$ cat src/rtl/apb_pkg.sv
// apb_pkg: shared APB widths and initiator FSM state encoding
package apb_pkg;
  localparam int APB_AW = 12;
  localparam int APB_DW = 32;
  localparam logic [1:0] ST_IDLE = 2'd0, ST_SETUP = 2'd1, ST_ACCESS = 2'd2;
  typedef enum logic [1:0] {IDLE = ST_IDLE, SETUP = ST_SETUP, ACCESS = ST_ACCESS} state_t;
endpackage

$ cat src/rtl/apb_master.sv
// apb_master: single-outstanding APB3/APB4 initiator with wait-state timeout
module apb_master
  import apb_pkg::*;
#(
  parameter int AW = APB_AW,
  parameter int DW = APB_DW,
  parameter int TIMEOUT_CYC = 16
) (
  input  logic            clk,
  input  logic            rst_n,
  input  logic            cmd_valid,
  output logic            cmd_ready,
  input  logic            cmd_write,
  input  logic [AW-1:0]   cmd_addr,
  input  logic [DW-1:0]   cmd_wdata,
  input  logic [DW/8-1:0] cmd_strb,
  output logic            rsp_valid,
  output logic [DW-1:0]   rsp_rdata,
  output logic            rsp_err,
  output logic            rsp_timeout,
  output logic            psel,
  output logic            penable,
  output logic            pwrite,
  output logic [AW-1:0]   paddr,
  output logic [DW-1:0]   pwdata,
  output logic [DW/8-1:0] pstrb,
  input  logic            pready,
  input  logic            pslverr,
  input  logic [DW-1:0]   prdata
);
  localparam int TW = TIMEOUT_CYC > 0 ? $clog2(TIMEOUT_CYC + 1) : 1;
  localparam logic [TW-1:0] T_LAST = TW'(TIMEOUT_CYC > 0 ? TIMEOUT_CYC - 1 : 0);
  state_t state;
  logic [TW-1:0] tcnt;
  logic tmo;
  assign tmo = (TIMEOUT_CYC != 0) && (tcnt == T_LAST);
  always_ff @(posedge clk) begin
    if (!rst_n) begin
      state <= IDLE;
      tcnt <= '0;
      cmd_ready <= 1'b0;
      rsp_valid <= 1'b0;
      rsp_rdata <= '0;
      rsp_err <= 1'b0;
      rsp_timeout <= 1'b0;
      psel <= 1'b0;
      penable <= 1'b0;
      pwrite <= 1'b0;
      paddr <= '0;
      pwdata <= '0;
      pstrb <= '0;
    end else begin
      rsp_valid <= 1'b0;
      case (state)
        IDLE: begin
          cmd_ready <= !(cmd_valid && cmd_ready);
          if (cmd_valid && cmd_ready) begin
            state <= SETUP;
            tcnt <= '0;
            psel <= 1'b1;
            pwrite <= cmd_write;
            paddr <= cmd_addr;
            pwdata <= cmd_wdata;
            pstrb <= cmd_write ? cmd_strb : '0;
          end
        end
        SETUP: begin
          state <= ACCESS;
          penable <= 1'b1;
        end
        ACCESS: begin
          if (pready || tmo) begin
            state <= IDLE;
            psel <= 1'b0;
            penable <= 1'b0;
            cmd_ready <= 1'b1;
            rsp_valid <= 1'b1;
            rsp_rdata <= (pready && !pwrite) ? prdata : '0;
            rsp_err <= pready ? pslverr : 1'b1;
            rsp_timeout <= !pready;
          end else begin
            tcnt <= tcnt + 1'b1;
          end
        end
        default: state <= IDLE;
      endcase
    end
  end
endmodule

$ cat config.mk
export PLATFORM = sky130hd
export DESIGN_NAME = apb_master
export DESIGN_NICKNAME = d
export VERILOG_FILES = /design/src/rtl/apb_pkg.sv /design/src/rtl/apb_master.sv
export SDC_FILE = /design/constraint.sdc
export NUM_CORES = 1
export LEC_CHECK = 0
export CORE_UTILIZATION = 34
export CTS_CLUSTER_DIAMETER = 60
export CTS_CLUSTER_SIZE = 10
export DETAILED_ROUTE_END_ITERATION = 8
export PLACE_DENSITY = 0.76
export REMOVE_ABC_BUFFERS = 1
export SYNTH_ARGS = -nofsm -noshare
export SYNTH_HDL_FRONTEND = slang
export SYNTH_SLANG_ARGS = --single-unit
export TNS_END_PERCENT = 20
$ cat constraint.sdc
create_clock -name clk -period 1.9 [get_ports clk]
set_clock_uncertainty 0.1 [all_clocks]
set_input_delay 0.19 -clock clk [delete_from_list [all_inputs] [get_ports clk]]
set_output_delay 0.19 -clock clk [all_outputs]
set_load 0.01 [all_outputs]
## Yosys cells after proc, flatten, opt, wreduce, memory -nomap -nowiden

Index checks and enable logic that the tools add are counted.

- Register bits after elaboration: 94
- Input bits: 86
- Output and inout bits: 87
- Logic and storage cells: 53

- $add $sub $neg: 1
- Equality and inequality tests: 6
- Muxes and demuxes: 16
- Reductions and logical operators: 17

Operators with widths:

| cell | count |
|---|---|
| two-way mux 32 bit | 1 |
| AND reduction 2 bit | 6 |
| two-way mux 5 bit | 2 |
| case mux 5 bit (2 select lines) | 1 |
| != test 2 bit, second input constant | 3 |
| case mux 1 bit (2 select lines) | 3 |
| case mux 2 bit (3 select lines) | 1 |
| AND reduction 3 bit | 2 |
| adder 5 x 1 -> 5 bit, second input constant | 1 |
| == test 5 x 4 -> 1 bit, second input constant | 1 |
| two-way mux 1 bit | 5 |
| two-way mux 2 bit | 2 |
| two-way mux 4 bit | 1 |
| nonzero test 2 bit | 2 |
| zero test 1 bit | 3 |
| == test 2 x 1 -> 1 bit, second input constant | 1 |
| == test 2 bit, second input constant | 1 |
| logical AND 1 bit | 2 |
| zero test 2 bit | 1 |
| logical OR 1 bit | 1 |

## Logic depth before layout (Yosys ltp)

Gate-level depths: netlist of run 1.

- Depth in word-level cells: 4
- Mapped depth: 7

## Worst setup path after synthesis of run 1

OpenSTA, ideal clock, no wires.

- Path kind: register to register
- From: register tcnt[0]
- To: register tcnt[2]
- Setup time: 120 ps
- Arrival: 1880 ps
- Data required time: 1680 ps
- Path slack: -199 ps
- Cell stages (with the launch flop): 8
- Path buffers: 1
- Path through: dfxtp_1 ha_1 and3_1 ha_1 or4b_1 buf_2 and3_4 o31a_1

- Word-level cells in the longest chain between the ends: 4
- Elaborated cells between the ends (all ways): 7
- Classes of those cells: 1 x add/sub; 2 x eq/ne; 2 x mux; 2 x reduce/logical

Ends and longest elaborated chain:

| what | RTL line | source |
|---|---|---|
| start: declaration | apb_master.sv:34 | `logic [TW-1:0] tcnt;` |
| start signal: assignment | apb_master.sv:82 | `tcnt <= tcnt + 1'b1;` |
| branches (longest 4 deep; another with adder 5 x 1 -> 5 bit) | -- |  |

Several ways; the timed one is not identified. The select of a mux whose other input is x is not followed.
A chain may end at the register's enable or synchronous reset.

## Final worst setup path of run 1

Same ends and word-level chain as after synthesis.

==> impl_metrics.sql, run 1 <==
INSERT INTO impl_metrics (metric_group, metric, value, unit) VALUES
('route', 'drt_pass1_iterations', '4', ''),
('timing', 'final.setup.worst_slack', '-0.07960', 'ns'),
('worst_hold_path', 'hold_path.class', 'in -> reg', ''),
('timing', 'finalMaxSlewViolations', '0', ''),
('yosys', 'area_fraction_of_the_dominant_cell_type_after_synthesis', '62.10', '%'),
('final_layout', 'final_cell_count_no_fill', '542', ''),
('global_route', 'antenna_found_initial', '0', ''),
('timing', 'final.period_utilization', '104.2', '%'),
('die', 'die_height', '96.41', 'um'),
('timing', 'rsz0062_at_grt', 'yes', ''),
('yosys', 'yosys.area.top_type', 'sky130_fd_sc_hd__dfxtp_1', ''),
('setup_path', 'cp_max_stage_delay', '0.53', 'ns'),
('final_layout', 'most_common_cell_after_layout_fill_and_taps_aside', 'sky130_fd_sc_hd__clkdlybuf4s50_1', ''),
('clock_tree', 'tritoncts', 'done', ''),
('global_route', 'grt_first_pass_wirelength', '12.10', 'mm'),
('clock_tree', 'clkSlewWorstSetupHoldPaths', '0.09', 'ns'),
('setup_path', 'reg2reg_depth', '6', ''),
('setup_path', 'worstReg2RegEnd', 'tcnt[2]', ''),
('route', 'routed_wl', '8.506', 'mm'),
('place', 'dpl_worst_slack', '-0.2422', 'ns'),
('die', 'start_util', '34.92', '%'),
('clock_tree', 'worstSkewPairLatency', '0.35', 'ns'),
('final_layout', 'area_delta_synth_final', '75.93', '%'),
('outcome', 'failed_checks', 'setup timing', ''),
('place', 'detailedPlacementHpwl', '5.803', 'mm'),
('yosys', 'post_synth.cell_area_avg', '12.32', 'um^2'),
('route', 'dr_total_vias', '2683', ''),
('setup_path', 'critPathLaunch', 'tcnt[0]', ''),
('timing', 'timing.max_slew.rel_slack', '80.15', '%'),
('setup_path', 'required', '2.04', 'ns'),
('setup_path', 'worst_r2r_startpoint', 'tcnt[0]', ''),
('clock_tree', 'maximum_root_to_sink_buffer_count', '2', ''),
('global_route', 'maximum_number_of_pins_on_one_net_before_global_route_repair', '52', ''),
('setup_path', 'highest_net_fanout_along_the_worst_path', '7', ''),
('clock_tree', 'clock-sinks', '94', ''),
('place', 'postPlaceCellArea', '4967', 'um^2'),
('die', 'die_area', '9295', 'um^2'),
('timing', 'achievable_frequency', '505.2', 'MHz'),
('clock_tree', 'library_cell_used_as_clock_root_buffer', 'sky130_fd_sc_hd__clkbuf_8', ''),
('setup_path', 'critPathKind', 'reg -> reg', ''),
('yosys', 'ys_warn_count', '0', ''),
('route', 'antenna_left', '0', ''),
('setup_path', 'timing.critical_path.to', 'tcnt[2]', ''),
('setup_path', 'setup.worst_path.start_class', 'flop', ''),
('power', 'leakage_power_summed_over_all_cells', '0.002044', 'uW'),
('yosys', 'synth_area', '3030', 'um^2'),
('global_route', 'grt_usage', '17.01', '%'),
('final_layout', 'drive_gt1_share', '11.75', '%'),
('power', 'ir_drop', '0.4620', 'mV'),
('place', 'numPlacedInstances', '521', ''),
('place', 'finalWeightedCongestion', '0.7223', ''),
('route', 'initialDrtViolationCount', '64', ''),
('timing', 'worst_pin_slew', '0.2972', 'ns'),
('run', 'drv_cap', '0', ''),
('yosys', 'synth_top_cells_by_area', 'sky130_fd_sc_hd__dfxtp_1, sky130_fd_sc_hd__a22o_1, sky130_fd_sc_hd__buf_2, sky130_fd_sc_hd__a32o_1, sky130_fd_sc_hd__nand4bb_4', ''),
('timing', 'hold_viol_final', '0', ''),
('final_layout', 'n_antenna_cell', '0', ''),
('timing', 'final.min_clock_period', '1.980', 'ns'),
('route', 'drc', '0', ''),
('clock_tree', 'cts-buffers-inserted', '9', ''),
('clock_tree', 'cts.htree.levels', '3', ''),
('setup_path', 'reg2reg_slack', '-0.08', 'ns'),
('clock_tree', 'cts_hold_buffers_added', '0', ''),
('route', 'post_drt_via_cell_ratio', '4.950', ''),
('outcome', 'outcome', 'finished, violations left', ''),
('final_layout', 'layout_nets', '517', ''),
('timing', 'setup_viol', '34', ''),
('global_route', 'grt.overflow.total', '0', ''),
('route', 'avgRoutedWirePerCell', '15.69', 'um'),
('setup_path', 'critical_path_arrival', '2.12', 'ns'),
('yosys', 'count_of_cell_types_in_the_netlist', '31', '');
==> final cells by class <==
class,count,area [um^2]
Multi-Input combinational cell,131,1115
Fill cell,690,3347
Timing Repair Buffer,192,1987
Clock buffer,10,137.6
Clock inverter,6,68.82
Tap cell,108,135.1
Inverter,1,3.754
Sequential cell,94,1884
==> cell families after synthesis <==
group	after synthesis	synth area share (%)
and+or+nand+nor	31	6.483
DFF	94	62.10
buffers and inverters	21	3.221
adders and majority gates	2	0.8256
AOI/OAI and AO/OA	97	27.04
muxes	1	0.3303
==> critical path: cells and delay by family, from the launching register on <==
kind | cells | cell delay (ns)
AO/OA/AOI/OAI | 1 | 0.23
flip-flops | 1 | 0.35
adder cells (fa/ha/maj) | 2 | 0.31
AND/OR/NAND/NOR | 3 | 0.88
==> report_power, final <==
part | switching (uW) | internal, uW
combinational | 194 | 370
clock | 704 | 654
sequential | 40.3 | 2040
==> routing by layer <==
metal  GRT usage [%]  wire length, um  share of wire (%)  vias up
met4           6.618              102                1.2        0
met3           7.590              908                 11        9
li1                -                -                  -     1305
met5               0                0                  0        -
met2           28.72             4057                 48      125
met1           18.74             3437                 40     1244
==> per-stage QoR <==
stage          power (uW)  util, %  setup TNS (ns)
5_1_grt              4186    61.43          -3.212
3_3_place_gp         2646    57.24          -2.035
4_1_cts              4028    60.11         -0.3422
2_1_floorplan        2271        -         -110.95
6_report             4002    61.43          -1.516
3_5_place_dp         2657    57.24          -3.167
==> cells in the mapped netlist (all sizes together) <==
library cell and count:
dfxtp 94, a32o 4, or4b 1, nand2 4, nand4bb 1, inv 1
nor2 6, buf 13, a21oi 5, nand3b 2, o31a 1, ha 2
mux2i 1, nand2b 1, nand3 4, and2 1, and3 5, nor2b 1
nor3 2, or2 1, o21a 3, a22o 77, or2b 1, a21o 1
o21ai 3, a21boi 3, clkbuf 7, nor3b 1
==> sequential cells by signal (all words and copies together) (netlist names) <==
register	count
rsp_err	1
rsp_valid	1
paddr	12
psel	1
pwdata	32
tcnt	5
rsp_rdata	32
pstrb	4
penable	1
pwrite	1
cmd_ready	1
rsp_timeout	1
state	2
==> how the worst min path moves through the flow <==
stage | startpoint | endpoint | slack (ns) | cells after the start
after CTS | cmd_wdata[5] | pwdata[5] | 0.30 | 2
after detailed placement | psel | psel | 0.34 | 1
after global routing | cmd_addr[1] | paddr[1] | 0.31 | 2
after global placement | psel | psel | 0.34 | 1
final | cmd_wdata[8] | pwdata[8] | 0.32 | 2
after floorplan | rst_n | rsp_timeout | 0.20 | 2
==> what timing repair did <==
| action | CTS | global route |
|---|---|---|
| buffers inserted | 0 | 2 |
| pin swaps | 3 | 31 |
| gates cloned | 0 | 3 |
| endpoints found under the setup margin | 39 | 39 |
| gates resized for setup | 10 | 3 |
No activity file was read; power rests on OpenSTA's default activity.
==> inputs of run 2 (changes only) <==
- ABC_CLOCK_PERIOD_IN_PS: unset -> 1900
==> results of run 2 <==
Final layout, timing and power as in run 1 (identical DEF).
==> inputs of run 3 (changes only) <==
- MAX_ROUTING_LAYER: unset -> met4
==> run 3 against run 2 <==
The flow still finishes with violations (setup timing). Register-to-register slack is essentially flat. Core utilization unchanged. Critical path depth stayed put. Via count rose by 0.22%. Design area did not move. Wire length shrank 0.91%. Worst setup slack about the same. Die area did not move. Combinational power is essentially flat. Critical path type unchanged. Critical endpoint unchanged. Largest cell class unchanged.
==> impl_metrics.sql, run 3 (synthesis results as in run 1) <==
INSERT INTO impl_metrics (metric_group, metric, value, unit) VALUES
('outcome', 'outcome', 'finished, violations left', ''),
('outcome', 'failed_checks', 'setup timing', ''),
('route', 'dr_total_vias', '2689', ''),
('worst_hold_path', 'hold_path.startpoint', 'cmd_wdata[5]', ''),
('clock_tree', 'maximum_root_to_sink_buffer_count', '2', ''),
('route', 'post_drt_via_cell_ratio', '4.961', ''),
('worst_hold_path', 'timing.hold.worst_path_depth', '2', ''),
('timing', 'final.min_clock_period', '1.980', 'ns'),
('timing', 'final.period_utilization', '104.2', '%'),
('route', 'avgRoutedWirePerCell', '15.55', 'um'),
('timing', 'rsz0062_at_grt', 'yes', ''),
('final_layout', 'n_antenna_cell', '0', ''),
('setup_path', 'critPathKind', 'reg -> reg', ''),
('setup_path', 'worstReg2RegEnd', 'tcnt[2]', ''),
('power', 'power_density', '750.8', 'nW/um^2'),
('die', 'start_util', '34.92', '%'),
('final_layout', 'final_cell_count_no_fill', '542', ''),
('route', 'routed_wl', '8.429', 'mm'),
('clock_tree', 'cts-buffers-inserted', '9', ''),
('setup_path', 'reg2reg_slack', '-0.08', 'ns'),
('place', 'numPlacedInstances', '521', ''),
('die', 'die_height', '96.41', 'um'),
('worst_hold_path', 'worst_hold_path.endpoint', 'pwdata[5]', ''),
('place', 'postPlaceCellArea', '4967', 'um^2'),
('worst_hold_path', 'hold_path.class', 'in -> reg', ''),
('timing', 'hold_ws', '0.3232', 'ns'),
('power', 'leakage_power_summed_over_all_cells', '0.002044', 'uW'),
('setup_path', 'setup.worst_path.start_class', 'flop', ''),
('final_layout', 'fillers', '687', ''),
('global_route', 'first_global_vias', '2629', ''),
('setup_path', 'worst_r2r_startpoint', 'tcnt[0]', ''),
('route', 'initialDrtViolationCount', '57', ''),
('place', 'io_buffers', '172', ''),
('setup_path', 'required', '2.04', 'ns'),
('setup_path', 'reg2reg_depth', '6', ''),
('timing', 'finalMaxSlewViolations', '0', ''),
('final_layout', 'layout_nets', '517', ''),
('final_layout', 'most_common_cell_after_layout_fill_and_taps_aside', 'sky130_fd_sc_hd__clkdlybuf4s50_1', ''),
('clock_tree', 'tritoncts', 'done', ''),
('route', 'drt_pass1_iterations', '4', ''),
('final_layout', 'largestRegisters', 'pwdata: 32 flops, rsp_rdata: 32 flops, paddr: 12 flops', ''),
('power', 'ir_drop', '0.4646', 'mV'),
('timing', 'achievable_frequency', '505.1', 'MHz'),
('run', 'drv_cap', '0', ''),
('place', 'dpl_worst_slack', '-0.2422', 'ns'),
('global_route', 'met2_usage', '28.96', '%'),
('timing', 'worst_pin_slew', '0.2973', 'ns'),
('setup_path', 'critPathLaunch', 'tcnt[0]', ''),
('die', 'fp.coreArea', '8678', 'um^2'),
('clock_tree', 'clkSlewWorstSetupHoldPaths', '0.10', 'ns'),
('final_layout', 'area_delta_synth_final', '75.93', '%'),
('clock_tree', 'worstSkewPairLatency', '0.34', 'ns'),
('setup_path', 'type_of_element_capturing_the_critical_path', 'flop', ''),
('final_layout', 'drive_gt1_share', '11.75', '%'),
('die', 'die_area', '9295', 'um^2'),
('timing', 'setup_viol', '28', ''),
('final_layout', 'utilization', '61.43', '%'),
('final_layout', 'final_design_area_no_fill', '5331', 'um^2'),
('die', 'die_w', '96.41', 'um'),
('route', 'drc', '0', ''),
('clock_tree', 'cts_hold_buffers_added', '0', ''),
('global_route', 'grt.overflow.total', '0', ''),
('final_layout', 'layout.cells.most_common_list', 'sky130_fd_sc_hd__clkdlybuf4s50_1, sky130_fd_sc_hd__dfxtp_1, sky130_fd_sc_hd__a22o_1', ''),
('clock_tree', 'cts.htree.levels', '3', ''),
('die', 'top_level_ports', '173', ''),
('global_route', 'use_met3', '6.416', '%'),
('route', 'antenna_left', '0', ''),
('die', 'rows', '34', ''),
('setup_path', 'critical_path_arrival', '2.12', 'ns'),
('place', 'detailedPlacementHpwl', '5.803', 'mm'),
('clock_tree', 'library_cell_used_as_clock_root_buffer', 'sky130_fd_sc_hd__clkbuf_8', ''),
('global_route', 'met1_usage_in_global_routing', '18.98', '%'),
('global_route', 'maximum_number_of_pins_on_one_net_before_global_route_repair', '52', ''),
('global_route', 'antenna_found_initial', '0', ''),
('global_route', 'grt_first_pass_wirelength', '12.09', 'mm'),
('timing', 'timing.max_slew.rel_slack', '80.14', '%'),
('global_route', 'grt_usage', '17.40', '%'),
('global_route', 'grt_most_used_layer', 'met2', ''),
('setup_path', 'highest_net_fanout_along_the_worst_path', '7', ''),
('place', 'finalWeightedCongestion', '0.7309', ''),
('timing', 'final.setup.worst_slack', '-0.07978', 'ns'),
('clock_tree', 'clock-sinks', '94', ''),
('timing', 'hold_viol_final', '0', '');
-- run 3: cell counts in the layout (fill, tap and decap cells not counted) --
No cell type changed its count.
-- run 3: worst max-delay path by stage --
stage                          end  depth (start not counted)
after detailed placement   tcnt[2]                          6
after floorplan           pstrb[0]                          3
final                      tcnt[2]                          6
after global routing       tcnt[2]                          6
after global placement     tcnt[2]                          6
after CTS                  tcnt[2]                          6
-- run 3: critical path, cell delays in order (launching register included) --
cell	delay (ns)
sky130_fd_sc_hd__dfxtp_2	0.35
sky130_fd_sc_hd__ha_4	0.16
sky130_fd_sc_hd__and3_4	0.18
sky130_fd_sc_hd__ha_4	0.15
sky130_fd_sc_hd__or4b_4	0.53
sky130_fd_sc_hd__and3_4	0.17
sky130_fd_sc_hd__o31a_1	0.23
-- run 3: what timing repair did --
action / in CTS / in global routing
resized for setup: 10 / 3
pin swaps: 3 / 31
gates cloned: 0 / 3
buffers inserted: 0 / 2
setup endpoints to repair: 39 / 39
-- run 3: through the flow --
step | TNS, ns | power, uW
after detailed placement | -3.167 | 2657
after global routing | -2.858 | 4175
after global placement | -2.035 | 2646
final | -1.048 | 4003
after CTS | -0.3422 | 4028
after floorplan | -110.95 | 2271
-- run 3: per-layer routing --
metal | vias up | share of wire [%]
met5 | - | 0
met4 | 0 | 1.3
met3 | 12 | 10
met2 | 126 | 48
met1 | 1246 | 41
li1 | 1305 | -
-- run 3: final cells by class --
type	instances	area, um^2	share of cell area (%)
inverter	1	3.754	0.07041
clock buffer	10	137.6	2.582
tap	108	135.1	2.535
multi-input combinational	131	1115	20.91
sequential	94	1884	35.34
timing repair buffer	192	1987	37.27
clock inverter	6	68.82	1.291
-- run 3: power by group --
part | switching [uW] | internal [uW]
logic | 194 | 370
registers | 40.4 | 2040
clock network | 704 | 654
total | 938 | 3060
